[config.mk]
export PLATFORM = sky130hd
export DESIGN_NAME = iterative_divider
export DESIGN_NICKNAME = d
export VERILOG_FILES = /design/src/rtl/iterative_divider_pkg.sv /design/src/rtl/iterative_divider_div_step.sv /design/src/rtl/iterative_divider.sv
export SDC_FILE = /design/constraint.sdc
export NUM_CORES = 1
export LEC_CHECK = 0
export CORE_UTILIZATION = 50
export CTS_BUF_LIST = sky130_fd_sc_hd__clkbuf_4
export DETAILED_ROUTE_END_ITERATION = 12
export PLACE_DENSITY_LB_ADDON = 0.2
export SLEW_MARGIN = 0
export SYNTH_ARGS = -nofsm -noshare
export SYNTH_HDL_FRONTEND = slang
export SYNTH_SLANG_ARGS = --single-unit
[constraint.sdc]
create_clock -name clk -period 11 [get_ports clk]
set_input_delay 2.75 -clock clk [delete_from_list [all_inputs] [get_ports clk]]
set_output_delay 2.75 -clock clk [all_outputs]
set_load 0.01 [all_outputs]
[src/rtl/iterative_divider_pkg.sv]
// Shared encodings for the iterative divider: RV32M op codes and FSM states.
package iterative_divider_pkg;

  typedef enum logic [1:0] {
    OP_DIV  = 2'b00,
    OP_DIVU = 2'b01,
    OP_REM  = 2'b10,
    OP_REMU = 2'b11
  } op_e;

  typedef enum logic [1:0] {
    ST_IDLE = 2'b00,
    ST_BUSY = 2'b01,
    ST_DONE = 2'b10
  } state_e;

  // DIV and REM treat operands as two's complement.
  function automatic logic op_is_signed(input logic [1:0] op);
    return (op == OP_DIV) || (op == OP_REM);
  endfunction

endpackage

[src/rtl/iterative_divider_div_step.sv]
// One combinational step of an unsigned restoring divide (shift, compare, subtract).
module div_step #(
  parameter int n = 32
) (
  input  logic [n-1:0] rem_in,
  input  logic [n-1:0] quo_in,
  input  logic [n-1:0] divisor,
  output logic [n-1:0] rem_out,
  output logic [n-1:0] quo_out
);

  logic [n:0] shifted_s;
  logic [n:0] diff_s;
  logic       ge_s;

  // Partial remainder is always below the divisor, so the difference fits in n bits.
  always_comb begin
    shifted_s = {rem_in, quo_in[n-1]};
    diff_s    = shifted_s - {1'b0, divisor};
    ge_s      = (shifted_s >= {1'b0, divisor});
    if (ge_s) begin
      rem_out = diff_s[n-1:0];
    end else begin
      rem_out = shifted_s[n-1:0];
    end
    quo_out = {quo_in[n-2:0], ge_s};
  end

endmodule

[src/rtl/iterative_divider.sv]
// Multi-cycle RV32M divider: one restoring step per cycle, fast path for /0 and overflow.
module iterative_divider
  import iterative_divider_pkg::*;
#(
  parameter int n = 32
) (
  input  logic         clk,
  input  logic         rst,
  input  logic         start,
  input  logic         flush,
  input  logic [1:0]   op,
  input  logic [n-1:0] dividend,
  input  logic [n-1:0] divisor,
  input  logic [4:0]   rdAdd,
  output logic         busy,
  output logic         done,
  output logic [n-1:0] writeData,
  output logic [4:0]   writeAdd,
  output logic         regWrite
);

  localparam int           CW       = (n > 1) ? $clog2(n) : 1;
  localparam logic [CW-1:0] CNT_LAST = CW'(n - 1);
  localparam logic [CW-1:0] CNT_ONE  = {{(CW-1){1'b0}}, 1'b1};
  localparam logic [n-1:0]  ALL_ONES = {n{1'b1}};
  localparam logic [n-1:0]  ZERO     = {n{1'b0}};
  localparam logic [n-1:0]  MIN_NEG  = {1'b1, {(n-1){1'b0}}};

  state_e        state_r, state_s;
  logic [n-1:0]  rem_r, rem_s;
  logic [n-1:0]  quo_r, quo_s;
  logic [n-1:0]  dvsr_r, dvsr_s;
  logic [CW-1:0] cnt_r, cnt_s;
  logic          neg_q_r, neg_q_s;
  logic          neg_r_r, neg_r_s;
  logic          rem_sel_r, rem_sel_s;
  logic [4:0]    rd_r, rd_s;
  logic [n-1:0]  wdata_r, wdata_s;
  logic [4:0]    wadd_r, wadd_s;
  logic          busy_r, busy_s;
  logic          done_r, done_s;
  logic          regw_r, regw_s;

  logic [n-1:0]  rem_step_s, quo_step_s;
  logic [n-1:0]  q_fix_s, r_fix_s, result_s;
  logic [n-1:0]  dvd_mag_s, dvs_mag_s;
  logic          signed_s, div_zero_s, ovf_s;

  div_step #(.n(n)) u_step (
    .rem_in  (rem_r),
    .quo_in  (quo_r),
    .divisor (dvsr_r),
    .rem_out (rem_step_s),
    .quo_out (quo_step_s)
  );

  // Operand classification and sign fix-up of the final iteration's output.
  always_comb begin
    signed_s   = op_is_signed(op);
    div_zero_s = (divisor == ZERO);
    ovf_s      = signed_s && (dividend == MIN_NEG) && (divisor == ALL_ONES);
    if (signed_s && dividend[n-1]) begin
      dvd_mag_s = -dividend;
    end else begin
      dvd_mag_s = dividend;
    end
    if (signed_s && divisor[n-1]) begin
      dvs_mag_s = -divisor;
    end else begin
      dvs_mag_s = divisor;
    end
    if (neg_q_r) begin
      q_fix_s = -quo_step_s;
    end else begin
      q_fix_s = quo_step_s;
    end
    if (neg_r_r) begin
      r_fix_s = -rem_step_s;
    end else begin
      r_fix_s = rem_step_s;
    end
    if (rem_sel_r) begin
      result_s = r_fix_s;
    end else begin
      result_s = q_fix_s;
    end
  end

  // Next-state and next-datapath values; everything holds unless a transition says otherwise.
  always_comb begin
    state_s   = state_r;
    rem_s     = rem_r;
    quo_s     = quo_r;
    dvsr_s    = dvsr_r;
    cnt_s     = cnt_r;
    neg_q_s   = neg_q_r;
    neg_r_s   = neg_r_r;
    rem_sel_s = rem_sel_r;
    rd_s      = rd_r;
    wdata_s   = wdata_r;
    wadd_s    = wadd_r;
    case (state_r)
      ST_IDLE: begin
        if (flush) begin
          state_s = ST_IDLE;
        end else if (start) begin
          rem_sel_s = op[1];
          rd_s      = rdAdd;
          neg_q_s   = (op == OP_DIV) && (dividend[n-1] != divisor[n-1]);
          neg_r_s   = (op == OP_REM) && dividend[n-1];
          if (div_zero_s) begin
            wdata_s = op[1] ? dividend : ALL_ONES;
            wadd_s  = rdAdd;
            state_s = ST_DONE;
          end else if (ovf_s) begin
            wdata_s = op[1] ? ZERO : dividend;
            wadd_s  = rdAdd;
            state_s = ST_DONE;
          end else begin
            rem_s   = ZERO;
            quo_s   = dvd_mag_s;
            dvsr_s  = dvs_mag_s;
            cnt_s   = {CW{1'b0}};
            state_s = ST_BUSY;
          end
        end else begin
          state_s = ST_IDLE;
        end
      end
      ST_BUSY: begin
        if (flush) begin
          state_s = ST_IDLE;
        end else begin
          rem_s = rem_step_s;
          quo_s = quo_step_s;
          cnt_s = cnt_r + CNT_ONE;
          if (cnt_r == CNT_LAST) begin
            wdata_s = result_s;
            wadd_s  = rd_r;
            state_s = ST_DONE;
          end else begin
            state_s = ST_BUSY;
          end
        end
      end
      ST_DONE: begin
        state_s = ST_IDLE;
      end
      default: begin
        state_s = ST_IDLE;
      end
    endcase
    busy_s = (state_s != ST_IDLE);
    done_s = (state_s == ST_DONE);
    regw_s = done_s && (wadd_s != 5'd0);
  end

  // State, datapath and output registers with synchronous active-low reset.
  always_ff @(posedge clk) begin
    if (!rst) begin
      state_r   <= ST_IDLE;
      rem_r     <= ZERO;
      quo_r     <= ZERO;
      dvsr_r    <= ZERO;
      cnt_r     <= {CW{1'b0}};
      neg_q_r   <= 1'b0;
      neg_r_r   <= 1'b0;
      rem_sel_r <= 1'b0;
      rd_r      <= 5'd0;
      wdata_r   <= ZERO;
      wadd_r    <= 5'd0;
      busy_r    <= 1'b0;
      done_r    <= 1'b0;
      regw_r    <= 1'b0;
    end else begin
      state_r   <= state_s;
      rem_r     <= rem_s;
      quo_r     <= quo_s;
      dvsr_r    <= dvsr_s;
      cnt_r     <= cnt_s;
      neg_q_r   <= neg_q_s;
      neg_r_r   <= neg_r_s;
      rem_sel_r <= rem_sel_s;
      rd_r      <= rd_s;
      wdata_r   <= wdata_s;
      wadd_r    <= wadd_s;
      busy_r    <= busy_s;
      done_r    <= done_s;
      regw_r    <= regw_s;
    end
  end

  assign busy      = busy_r;
  assign done      = done_r;
  assign regWrite  = regw_r;
  assign writeData = wdata_r;
  assign writeAdd  = wadd_r;

endmodule

; ---- Yosys cells after proc, flatten, opt, wreduce, memory -nomap -nowiden
; Cells that the tools add are included.
[word_totals]
output_inout_bits = 40
wordCells = 103
reg_bits = 151
[classes]
muxes = 47
n_bitwise = 3
addsub = 6
eq_ne = 14
reduce_logical = 18
magnitude_cmp = 1
[op_table]
columns = operator, count
row1 = $mux 32, 24
row2 = $pmux 32 s2, 3
row3 = $neg 32->32, 4
row4 = $eq 32x32->1 const B, 2
row5 = $mux 5, 11
row6 = $ge 33x32->1, 1
row7 = $logic_not 32->1, 1
row8 = $sub 32x32->32, 1
row9 = $pmux 5 s2, 2
row10 = $mux 2, 6
row11 = $ne 2x2->1 const B, 6
row12 = $reduce_and 6->1, 2
row13 = $logic_and 1x1->1, 7
row14 = $add 5x1->5 const B, 1
row15 = $eq 5x5->1 const B, 1
row16 = $reduce_and 5->1, 1
row17 = $reduce_bool 5->1, 1
row18 = $eq 2x2->1 const B, 2
row19 = $logic_not 2->1, 2
row20 = $pmux 2 s2, 1
row21 = $reduce_bool 2->1, 2
row22 = $ne 3x3->1 const B, 1
row23 = $not 1->1, 3
row24 = $reduce_and 3->1, 1
row25 = other kinds (3), 3

; ---- Logic depth before layout (Yosys ltp)
; Gate-level depths: netlist of the first run.
[logic_depth]
word_depth = 11
ltp_mapped = 24

; ---- Cells and area by module
; From an unflattened synthesis of the first run, not the netlist that was laid out.
[unflattened]
hier_cells = 1599
area_unflattened_um2 = 12385.6
[modules_own_cells]
columns = mod, cells_per_inst, instances, seq_area_each_um2, area_each_um2
row1 = iterative_divider, 1233, 1, 3022.9, 9681.8
row2 = div_step, 366, 1, 0.0, 2703.8

; ---- Worst setup path after synthesis of the first run
; Ideal clock, no wire load.
[synth_path]
path_type = input to register
from = in dividend[0]
to = reg wdata_r[30], in the netlist writeData[30]
slack_ps = 5531
arrival_ps = 5350
setup_time_ps = 119
required_time_ps = 10881
stages = 13
cell_sequence = inv_1 ha_1 or3b_2 nor4_4 nand3_2 o41ai_4 nand2_1 nand2_1 mux2_2 nand2_1 and4_1 o21a_1 nor3_1
[synth_between]
elab_chain_len = 5
[synth_lines]
columns = item, line
row1 = from (decl), iterative_divider.sv:12  ; input logic [n-1:0] dividend,
row2 = $eq 32x32->1, iterative_divider.sv:61  ; ovf_s = signed_s && (dividend == MIN_NEG) && (divisor == ALL_ONES);
row3 = $logic_and 1x1->1 (2 in a row), iterative_divider.sv:61
row4 = $ne 3x3->1 (no source line), n/a
row5 = $reduce_and 6->1 (no source line), n/a
row6 = to (signal assigned), iterative_divider.sv:185  ; wdata_r <= wdata_s;
row7 = to (decl), iterative_divider.sv:38  ; logic [n-1:0] wdata_r, wdata_s;
; Every way passes these cells.
; A chain may end at the register's enable or synchronous reset.

; ---- Final worst setup path of the first run
[layout_path]
from = in dividend[0]
to = reg busy_r, in the netlist busy
[layout_between]
elab_chain_len = 9
[layout_lines]
columns = item, line
row1 = $eq 32x32->1, iterative_divider.sv:61
row2 = $logic_and 1x1->1 (2 in a row), iterative_divider.sv:61
row3 = $mux 2, iterative_divider.sv:115  ; end else if (ovf_s) begin
row4 = $mux 2, iterative_divider.sv:111  ; if (div_zero_s) begin
row5 = $mux 2, iterative_divider.sv:106  ; end else if (start) begin
row6 = $mux 2, iterative_divider.sv:104  ; if (flush) begin
row7 = $pmux 2 s2, iterative_divider.sv:102  ; case (state_r)
row8 = $reduce_bool 2->1, iterative_divider.sv:153  ; busy_s = (state_s != ST_IDLE);
row9 = to (signal assigned), iterative_divider.sv:187  ; busy_r <= busy_s;
row10 = to (decl), iterative_divider.sv:40  ; logic busy_r, busy_s;
; Every way passes these cells.

==> impl_results.md, run 1 <==
* Placed standard-cell area at 0.01345 sq mm
* WL/cell at 20.47 um
* Largest net degree at the start of global routing at 88
* PortBufs at 114
* Crit-path cells: clkdlybuf4s50_1, inv_1, ha_1, or3b_2, nor4_4, nand3_2, o41ai_4, o21bai_1, nand2_2, buf_4, nor2_4, buf_4, a21oi_1, nor3_1, or2_2
* Critical Path AT at 7.62 ns
* Post-route ant nets at 0
* Family with the most delay on the worst path: simple AND/OR/NAND/NOR gates
* Critical path's most frequent cell: buf_4
* Internal power at 0.8477 mW
* Remaining Overflow, GRT at 0
* Hold crit path type: reg2reg
* Power Dens Cells at 103.8 mW/mm^2
* Layout cells sized above 1 at 5.918%
* PnR worst setup slack at 3.890 ns
* MaxCap Viol Count at 0
* PnR Total Power at 1.427 mW
* Top_reg_cell synth: dfxtp_1
* Fillcell total at 2422
* Clock buffer count from CTS at 17
* Antenna violations before repair at 2
* RSZ-0062 raised after global routing: false
* Setup_tns at 0 ns
* DRT iter0 DRCs at 1519
* Syn_area_per_cell at 7.542 sq um
* Worst slew pin tran at 1.142 ns
* Switching Share at 40.61%
* Post-synth net total at 1746
* VDD IR max at 0.08137 mV
* Die area at 0.02523 sq mm
* Final nets at 1775
* Ys async rst share at 0%
* Post-route design area at 0.01376 sq mm
* Number of placed I/O pins at 115
* Final cell count without fillers at 1998
* Die width at 158.8 um
* Slew HR at 23.77%
* Worst Path Max Fanout at 86
* Net Sw Power at 0.5797 mW
* Worst hold slack at 0.4689 ns
* Number of core rows at 57
* Fmax at 140.7 MHz
* EDFF count, synth at 0
* HPWL Detailed at 30510 um
* Worst Path Required at 11.51 ns
* Initial DRT Pass Iterations at 13
* Clk_lat worst skew at 0.62 ns
* Status: finished, final reports clean
* Hold-fix buffers, CTS at 0
* Sequential power share at 41.5%
* Core area at 0.02425 sq mm
* Cell count after synthesis at 1631
* Hold Vio Cnt, Final at 0
* CTS Buffer Depth at 2
* Post-Route WL at 40890 um
* Crit. End Element: register
* Buffers & Inverters on Critical Path at 4
* First-pass GRT wire length at 64290 um
* Clk root buf: clkbuf_4
* CTS sink cnt at 151
* Vias in the first global route at 11620
* Minimum clock period at 7.110 ns
* Pre-CTS setup slack at 3.404 ns
* Tcrit/Tclk final at 64.63%
* Seq cells post-synth at 151
* Setup CP Type: in2reg
* Clock transition at path regs at 0.19 ns
* Slowest stage cell, crit path: buf_4
* P_leak at 4.948 nW
* GRT Overall Usage at 31.96%
* Post-CTS setup buffer count at 0
* Clock Skews at 0.05151 ns
* Final Util at 56.73%
* Comb pwr share at 32.4%
* Startpoint types: primary input
* Cts repair resizes at 0
* Post-Syn Area at 0.01230 sq mm
* Placed insts at 1965
* Vias/cell at 6.400
* CTS tree: yes
* Fin. max-slew vios at 0
* Crit path largest cell delay at 0.61 ns
* H-tree Lvls at 4
* Synth Warn # at 0
* Most common cell after layout, fill and taps aside: nor2_1
* Commonest cells after routing, fill and taps aside: nor2_1, dfxtp_1, a21oi_1
* Vias at 12790
* Die Ht at 158.8 um
* GP Congestion at 0.9637
* DRC errors left at 0
* P&R area growth vs syn at 11.83%
* Register area share after synthesis at 24.58%
* Clock power share at 26.1%
* Synth cell types at 99
* Final Setup Violations at 0
* Initial Util at 50.73%
registers in the layout, indices dropped and copies added, names as in the netlist:
name,flops
rd_r,5
done,1
neg_q_r,1
writeData,32
dvsr_r,32
state_r,2
cnt_r,5
regWrite,1
writeAdd,5
busy,1
quo_r,32
neg_r_r,1
rem_sel_r,1
rem_r,32
worst register-to-register path: stages, from the launching register on:
cell and delay, ns:
dfxtp_1 0.47, inv_1 0.08, ha_1 0.41, nand4_1 0.19, or3_4 0.41, nor3_4 0.27
o311ai_4 0.21, nand2_4 0.60, mux2i_1 0.39, ha_1 0.27, nand3_1 0.26, a2111oi_0 0.48
a41o_1 0.30, nand2_1 0.10, o31a_1 0.33, xor2_1 0.17, a221oi_1 0.35, o21ai_1 0.09
path summary, 6_finish.rpt:
kind	from	to	slack, ns	depth (start not counted)
hold / removal	rd_r[0]$_SDFFE_PN0P_	rd_r[0]$_SDFFE_PN0P_	0.47	2
setup reg to reg	dvsr_r[26]$_SDFFE_PN0P_	writeData[18]$_SDFFE_PN0P_	5.53	17
setup / recovery	dividend[0]	busy$_SDFF_PN0_	3.89	15
hold reg to reg	rd_r[0]$_SDFFE_PN0P_	rd_r[0]$_SDFFE_PN0P_	0.47	2
synth_stat cells, types with 22 or more instances:
master / instances / area share [%]
maj3_1: 25 / 2.0
a222oi_1: 25 / 2.0
a21oi_1: 124 / 5.0
xnor2_1: 72 / 5.1
a211oi_1: 49 / 3.0
nand4_1: 30 / 1.5
nor3_1: 42 / 1.7
nor2_1: 228 / 7.0
ha_1: 39 / 4.0
clkbuf_1: 73 / 2.2
o21ai_0: 82 / 3.3
inv_1: 56 / 1.7
dfxtp_1: 151 / 25
buf_2: 28 / 1.1
nand3_1: 24 / 0.98
o31ai_1: 30 / 1.8
nand2_1: 119 / 3.6
xor2_1: 56 / 4.0
mux2i_1: 22 / 1.8
power by group through the flow:
| stage | Sequential, mW | Combinational, mW | Clock, mW |
|---|---|---|---|
| 2_1_floorplan | 0.594 | 0.321 | 0 |
| 3_3_place_gp | 0.602 | 0.445 | 0 |
| 3_5_place_dp | 0.603 | 0.450 | 0 |
| 4_1_cts | 0.591 | 0.452 | 0.374 |
| 5_1_grt | 0.595 | 0.502 | 0.399 |
| 6_report | 0.592 | 0.462 | 0.373 |
metal layers:
layer,part of all wire (%),up-vias,wire length (um),GRT usage [%]
li1,-,6101,-,-
met1,44,5973,17990,43.98
met2,44,605,17860,48.86
met3,8.0,106,3251,4.624
met4,4.3,2,1778,15.23
met5,0.024,-,10,0
cell type report:
cell class | instances | area (sq um) | area share [%]
multi-input combinational | 1303 | 8551 | 62.16
sequential | 151 | 3023 | 21.98
timing repair buffer | 127 | 1239 | 9.005
tap | 324 | 405.4 | 2.947
inverter | 60 | 229.0 | 1.665
clock inverter | 15 | 178.9 | 1.301
clock buffer | 17 | 127.6 | 0.9278
antenna | 1 | 2.502 | 0.01819
kinds of logic (layout without fill, tap and decap cells):
kind of cell | count (synthesis) | in the layout | synth area share (%)
AO/OA/AOI/OAI | 505 | 505 | 28.91
buffers and inverters | 177 | 219 | 6.073
XOR/XNOR | 128 | 128 | 9.114
AND/OR/NAND/NOR | 578 | 578 | 22.92
flip-flops | 151 | 151 | 24.58
adder cells (fa/ha/maj) | 65 | 65 | 6.164
multiplexers | 27 | 27 | 2.248
other | 0 | 1 | 0
(Power assumes the default switching activity.)
==> run 2: changes to the inputs <==
Clock period 11 ns to 6.8 ns, I/O delays scaled along.
==> run 2 against run 1 <==
Net effect: worst setup slack lost 2.4 ns; routed wire length grew 0.82%; die area is the same; sequential share of layout area shrank 0.097 points.
==> impl_results.md, run 2 (synthesis results as in run 1) <==
* Power Dens Cells at 167.2 mW/mm^2 (+61%)
* Fin. max-slew vios at 0 (unchanged)
* Placed insts at 1973 (+0.41%)
* Hold crit path type: reg2reg
* Switching Share at 40.56% (-0.054 points)
* Most common cell after layout, fill and taps aside: nor2_1
* VDD IR max at 0.09622 mV (+18%)
* Vias at 12860 (+0.58%)
* Die area at 0.02523 sq mm (unchanged)
* Clk root buf: clkbuf_4
* Post-route ant nets at 0 (unchanged)
* Final Util at 56.98% (+0.25 points)
* H-tree Lvls at 4 (unchanged)
* Worst Path Max Fanout at 14 (-84%)
* Internal power at 1.374 mW (+62%)
* Crit path largest cell delay at 0.61 ns (about the same)
* Number of placed I/O pins at 115 (unchanged)
* CTS Buffer Depth at 2 (unchanged)
* Clk_lat worst skew at 0.61 ns (about the same)
* Clock Skews at 0.04232 ns (-0.009192 ns)
* Layout cells sized above 1 at 6.365% (+0.45 points)
* Initial Util at 50.73% (unchanged)
* CTS sink cnt at 151 (unchanged)
* Cts repair resizes at 0 (unchanged)
* Slew HR at 25.98% (+2.2 points)
* Die Ht at 158.8 um (unchanged)
* Comb pwr share at 32.4% (about the same)
* Critical Path AT at 5.82 ns (-1.80 ns)
* GP Congestion at 0.9479 (-1.6%)
* Final nets at 1783 (+0.45%)
* Met1 Routed Length at 18130 um (+0.79%)
* Clock power share at 26.1% (about the same)
* CTS tree: yes
* Final Setup Violations at 0 (unchanged)
* Antenna violations before repair at 1 (-1)
* Tcrit/Tclk final at 77.37%
* Final cell count without fillers at 2006 (+0.40%)
* Number of core rows at 57 (unchanged)
* DRT iter0 DRCs at 1496 (-1.5%)
* Remaining Overflow, GRT at 0 (unchanged)
* Top Metal Used: met4
* Sequential power share at 41.5% (about the same)
* Startpoint types: primary input
* Crit-path cells: clkdlybuf4s50_1, inv_1, ha_1, or3b_2, nor4_4, nand3_2, o41ai_4, nand2_1, nand2_1, buf_4, nand2_2, inv_2, o21ai_0, a31oi_1, a32o_1
* Core area at 0.02425 sq mm (unchanged)
* Worst Path Required at 7.36 ns (-4.15 ns)
* Post-Route WL at 41230 um (+0.82%)
* Vias/cell at 6.411 (+0.18%)
* Met2 Wirelength at 18810 um (+5.3%)
* Die width at 158.8 um (unchanged)
* Largest net degree at the start of global routing at 87 (-1.1%)
* Reg2reg setup slack at 1.85 ns (-3.68 ns)
* Crit. End Element: register
* Buffers & Inverters on Critical Path at 4 (unchanged)
* Fmax at 190.1 MHz
* Setup_tns at 0 ns (unchanged)
* PortBufs at 114 (unchanged)
* Critical path's most frequent cell: nand2_1
* Minimum clock period at 5.261 ns
* Worst slew pin tran at 1.108 ns (-0.03390 ns)
* Post-CTS setup buffer count at 0 (unchanged)
* Slowest stage cell, crit path: o41ai_4
* P&R area growth vs syn at 12.33%
* Commonest cells after routing, fill and taps aside: nor2_1, dfxtp_1, a21oi_1
* Initial DRT Pass Iterations at 7 (-6)
* First-pass GRT wire length at 65490 um (+1.9%)
* Hold Vio Cnt, Final at 0 (unchanged)
* Setup CP Type: in2reg
* WL met3 at 3254 um (about the same)
* Clock buffer count from CTS at 17 (unchanged)
* MaxCap Viol Count at 0 (unchanged)
* Net Sw Power at 0.9372 mW (+62%)
* Fillcell total at 2338 (-3.5%)
* P_leak at 4.988 nW (+0.80%)
* PnR Total Power at 2.311 mW (+62%)
* Family with the most delay on the worst path: simple AND/OR/NAND/NOR gates
* GRT Overall Usage at 32.40% (+0.43 points)
* Clock transition at path regs at 0.18 ns (about the same)
* RSZ-0062 raised after global routing: false
* Status: finished, final reports clean
* HPWL Detailed at 30650 um (+0.46%)
* Hold-fix buffers, CTS at 0 (unchanged)
* Vias in the first global route at 11710 (+0.77%)
* WL/cell at 20.55 um (+0.42%)
* DRC errors left at 0 (unchanged)
-- run 2: changes by cell type in the layout (fill, tap and decap cells not counted) --
cell	change
buf_4	+8
clkinv_4	-1
clkinvlp_4	+1
inv_6	-1
inv_8	+1
-- run 2: metrics by stage --
step           hold WS, ns  instance area, sq um  setup slack [ns]
2_1_floorplan       0.4338                 12300             2.330
3_3_place_gp        0.4433                 13510             1.134
3_5_place_dp        0.4510                 13510             1.047
4_1_cts             0.4730                 13810             1.680
5_1_grt             0.4973                 13820             1.324
6_report            0.4742                 13820             1.539
-- run 2: layout make-up --
type | instances | area [sq um] | share of cell area, %
sequential | 151 | 3023 | 21.88
timing repair buffer | 135 | 1299 | 9.400
antenna | 1 | 2.502 | 0.01811
multi-input combinational | 1303 | 8551 | 61.89
inverter | 60 | 229.0 | 1.657
clock inverter | 15 | 180.2 | 1.304
tap | 324 | 405.4 | 2.934
clock buffer | 17 | 127.6 | 0.9237
-- run 2: final timing paths --
path,depth (start not counted),end,startpoint
max,15,writeData[27]$_SDFFE_PN0P_,dividend[0]
min,2,rd_r[3]$_SDFFE_PN0P_,rd_r[3]$_SDFFE_PN0P_
max reg2reg,17,writeData[18]$_SDFFE_PN0P_,dvsr_r[30]$_SDFFE_PN0P_
min reg2reg,2,rd_r[3]$_SDFFE_PN0P_,rd_r[3]$_SDFFE_PN0P_
-- run 2: power groups by stage --
stage | registers [mW] | logic [mW] | clock network, mW
floorplan | 0.961 | 0.519 | 0
finish | 0.958 | 0.749 | 0.604
detailed placement | 0.976 | 0.730 | 0
CTS | 0.957 | 0.734 | 0.609
global placement | 0.974 | 0.722 | 0
global route | 0.962 | 0.813 | 0.643
-- run 2: tightest hold or removal path, cell delays in order (launching register included) --
cell,delay [ns]
dfxtp_1,0.35
nand2_1,0.05
a21oi_1,0.05
-- run 2: routing by layer --
layer | vias to the layer above | GRT usage, %
li1 | 6100 | -
met1 | 6049 | 44.88
met2 | 639 | 52.11
met3 | 73 | 4.154
met4 | 0 | 9.753
met5 | - | 0
